`config.mk`:
```
export PLATFORM = sky130hd
export DESIGN_NAME = saw_gen
export DESIGN_NICKNAME = d
export VERILOG_FILES = /design/src/rtl/saw_gen.sv
export SDC_FILE = /design/constraint.sdc
export NUM_CORES = 1
export LEC_CHECK = 0
export ABC_CLOCK_PERIOD_IN_PS = 4400
export CAP_MARGIN = 20
export CORE_MARGIN = 10
export CORE_UTILIZATION = 58
export DETAILED_ROUTE_END_ITERATION = 7
export GPL_TIMING_DRIVEN = 1
export HOLD_SLACK_MARGIN = 0.02
export PLACE_DENSITY = 0.95
export SYNTH_ARGS = -nofsm -noshare
export SYNTH_HDL_FRONTEND = slang
export SYNTH_SLANG_ARGS = --single-unit
```
`constraint.sdc`:
```
create_clock -name CLK -period 4.4 [get_ports CLK]
set_input_delay 0.66 -clock CLK [delete_from_list [all_inputs] [get_ports CLK]]
set_output_delay 0.66 -clock CLK [all_outputs]
set_load 0.005 [all_outputs]
```
`src/rtl/saw_gen.sv`:
```
// Phase-accumulator sawtooth oscillator: SAW is the top OUT_W bits of an ACC_W-bit accumulator.
// Optional hard-sync input PHASE_SYNC is enabled by defining SAW_PHASE_SYNC_EN.
module saw_gen #(
  parameter int ACC_W = 32,
  parameter int OUT_W = 16  // must not exceed ACC_W
) (
  input  logic             CLK,
  input  logic             RESET_N,
  input  logic             LOCKED,
  input  logic [ACC_W-1:0] FREQUENCY,
`ifdef SAW_PHASE_SYNC_EN
  input  logic             PHASE_SYNC,
`endif
  output logic [OUT_W-1:0] SAW
);

  logic [ACC_W-1:0] acc_reg;
  logic [ACC_W-1:0] acc_next;

  // Carry-out is dropped on purpose so the ramp wraps; large tuning words alias freely.
  always_comb begin
    acc_next = acc_reg;
`ifdef SAW_PHASE_SYNC_EN
    if (PHASE_SYNC) begin
      acc_next = '0;
    end else if (LOCKED) begin
      acc_next = acc_reg + FREQUENCY;
    end
`else
    if (LOCKED) begin
      acc_next = acc_reg + FREQUENCY;
    end
`endif
  end

  always_ff @(posedge CLK or negedge RESET_N) begin
    if (!RESET_N) begin
      acc_reg <= '0;
    end else begin
      acc_reg <= acc_next;
    end
  end

  assign SAW = acc_reg[ACC_W-1 -: OUT_W];

endmodule

```
==> run metrics <==
vias in the first global route=2,648; ranking of synthesized cells by area=dfrtp_1, ha_1, mux2_2; P_leak=1.54 nW; final WL=roughly 7100 µm; first-pass GRT wire length=12,400 µm; Die H=91.2 µm; Syn Inst Count=321; post-synthesis area per instance=9.16 µm²; I/O pin count=around 50; Final ANT Viol Nets=0; Post-synth ARST share=1.00; antenna violations before repair=0; Total Die Area=between 8000 and 9000 µm²; peak supply drop=0.367 mV; DRT Pass-1 Iters=4; Reg2Reg Depth=10; # rows=25; crit path kind=in2reg; Fill cells=around 390; dpl hpwl=5520 µm; Critical Path Sink Type=flop; worst path required time=around 4600 ps; fraction of layout cells with a size suffix above 1=0.110; P&R area growth vs syn=17.9%; Final Hold Vio Count=0; Initial DRC Count=about 180; crit path max fanout=4; total congestion overflow=0; number of synthesized flops with an enable pin=0; Post-synth top cells=dfrtp_1, ha_1, nand2_1; Clock Tree Buf Depth=2; Num CTS Buffers=5; HP Class=reg2reg; final setup fails=0; hold buffers post-CTS=0; GRT Overall Usage=0.175; Port Buffers=50; Slew @ Worst Pin=approximately 840 ps; hold depth=1; Netlist cell types=51; CTS clock-pin slew for the worst setup and hold paths=70 ps; Pwr per Cell Area=744 nW/µm²; synthesized cell area=2940 µm²; outcome=completed; startpoint types=input pin; max reg flops=32; Final Cycle Share=0.806; DRC errors left=0; setup bufs post-CTS=0; core area=4820 µm²; Synth top area share=0.272; register area share after synthesis=0.272; Max Cap Violations=0; CTS Root Cell=clkbuf_8; largest net degree at the start of global routing=33; Pins Over Slew Limit=0; TritonCTS Sinks=32; Setup Skew=8.11 ps; most common cell in the netlist=dfrtp_1; syn_nets=388; Reg area=between 800 and 900 µm²; Final Critical Period=3550 ps; later-pin clock latency in the skew report=slightly below 300 ps; CTS tree=built; critical path startpoint=FREQUENCY[0]; Vias=roughly 2,600; Yosys warning count=0; RSZ-0062 raised after global routing=no; area of the multi-input gates=1940 µm²; routed len/inst=16.9 µm; f_max=282 MHz; die width=91.2 µm; fin util=0.720; R2R Path Start=acc_reg[0]; Main synth FF type=dfrtp_1; antenna cell count=0; #FFs+latches synth=32; setup TNS=0 ps; GP Congestion=0.868; Initial Util=0.610; max_slew headroom=0.438; H-tree Lvls=2; Resize count post-CTS=0; area leader, netlist=dfrtp_1; fin nets=419; Hold Crit Start=acc_reg[31]; CP arrival=3730 ps; FF-to-FF setup slack=approximately 1300 ps; Vias/cell=6.12
routing by layer:
metal | track usage | share of wire | vias to the layer above
li1 | - | - | 1247
met1 | 0.207 | 0.43 | 1219
met2 | 0.304 | 0.50 | 89
met3 | 0.0403 | 0.059 | 16
met4 | 0.0574 | 0.018 | 0
met5 | 0 | 0 | -
power breakdown:
part	total (W)	internal, W	switching [W]
clock	0.000242	0.000125	0.000117
sequential	0.000560	0.000454	0.000106
combinational	0.00178	0.000883	0.000895
total	0.00258	0.00146	0.00112
through the flow:
step           std cells  total power, W  instance area [µm²]  hold WS [ps]  worst slack (ps)
5_1_grt              420         0.00283                 3470           513               680
3_3_place_gp         412         0.00224                 3370           460               658
6_report             420         0.00258                 3470           483               854
4_1_cts              420         0.00258                 3470           481               838
2_1_floorplan        321         0.00194                 2940           364              1210
3_5_place_dp         412         0.00232                 3370           471               553
cell families (layout without fill, tap and decap cells):
| logic type | after synthesis | after routing | share of synthesized area |
|---|---|---|---|
| flip-flops | 32 | 32 | 0.272 |
| adder cells (fa/ha/maj) | 32 | 32 | 0.139 |
| buffers and inverters | 36 | 68 | 0.0664 |
| AND/OR/NAND/NOR | 64 | 64 | 0.104 |
| XOR/XNOR | 24 | 24 | 0.0715 |
| multiplexers | 23 | 23 | 0.0877 |
| AO/OA/AOI/OAI | 110 | 110 | 0.260 |
final timing paths:
kind / endpoint
max reg2reg: acc_reg[26]
max in group asynchronous: acc_reg[16]
min in group asynchronous: acc_reg[1]
max: acc_reg[26]
min reg2reg: acc_reg[31]
min: acc_reg[31]
layout make-up:
class / instances / area share
clock inverter: 2 / 0.00289
multi-input combinational: 253 / 0.561
clock buffer: 6 / 0.0238
timing repair buffer: 52 / 0.149
inverter: 8 / 0.00866
tap: 67 / 0.0242
sequential: 32 / 0.231
worst max-delay path, stage by stage:
cell	delay [ps]
clkdlybuf4s50_1	400
ha_1	240
fa_1	420
a21o_1	220
a221oi_2	340
o31a_2	230
o21ai_2	90
a221o_1	350
a41o_1	270
a2111o_1	400
o311ai_1	90
layout by cell type, fill, tap and decap left out, drive strengths merged, types with 7 or more instances in the layout:
cell type      synthesis  layout
nand2                 27      27
nor2                  11      11
a21oi                 26      26
o21ai                 15      15
ha                    31      31
a21o                  18      18
xnor2                 16      16
dfrtp                 32      32
xor2                   8       8
inv                    8       8
clkdlybuf4s50          0      50
o211ai                 7       7
mux2                  22      22
Note: power is estimated with default switching activity, not from simulation.
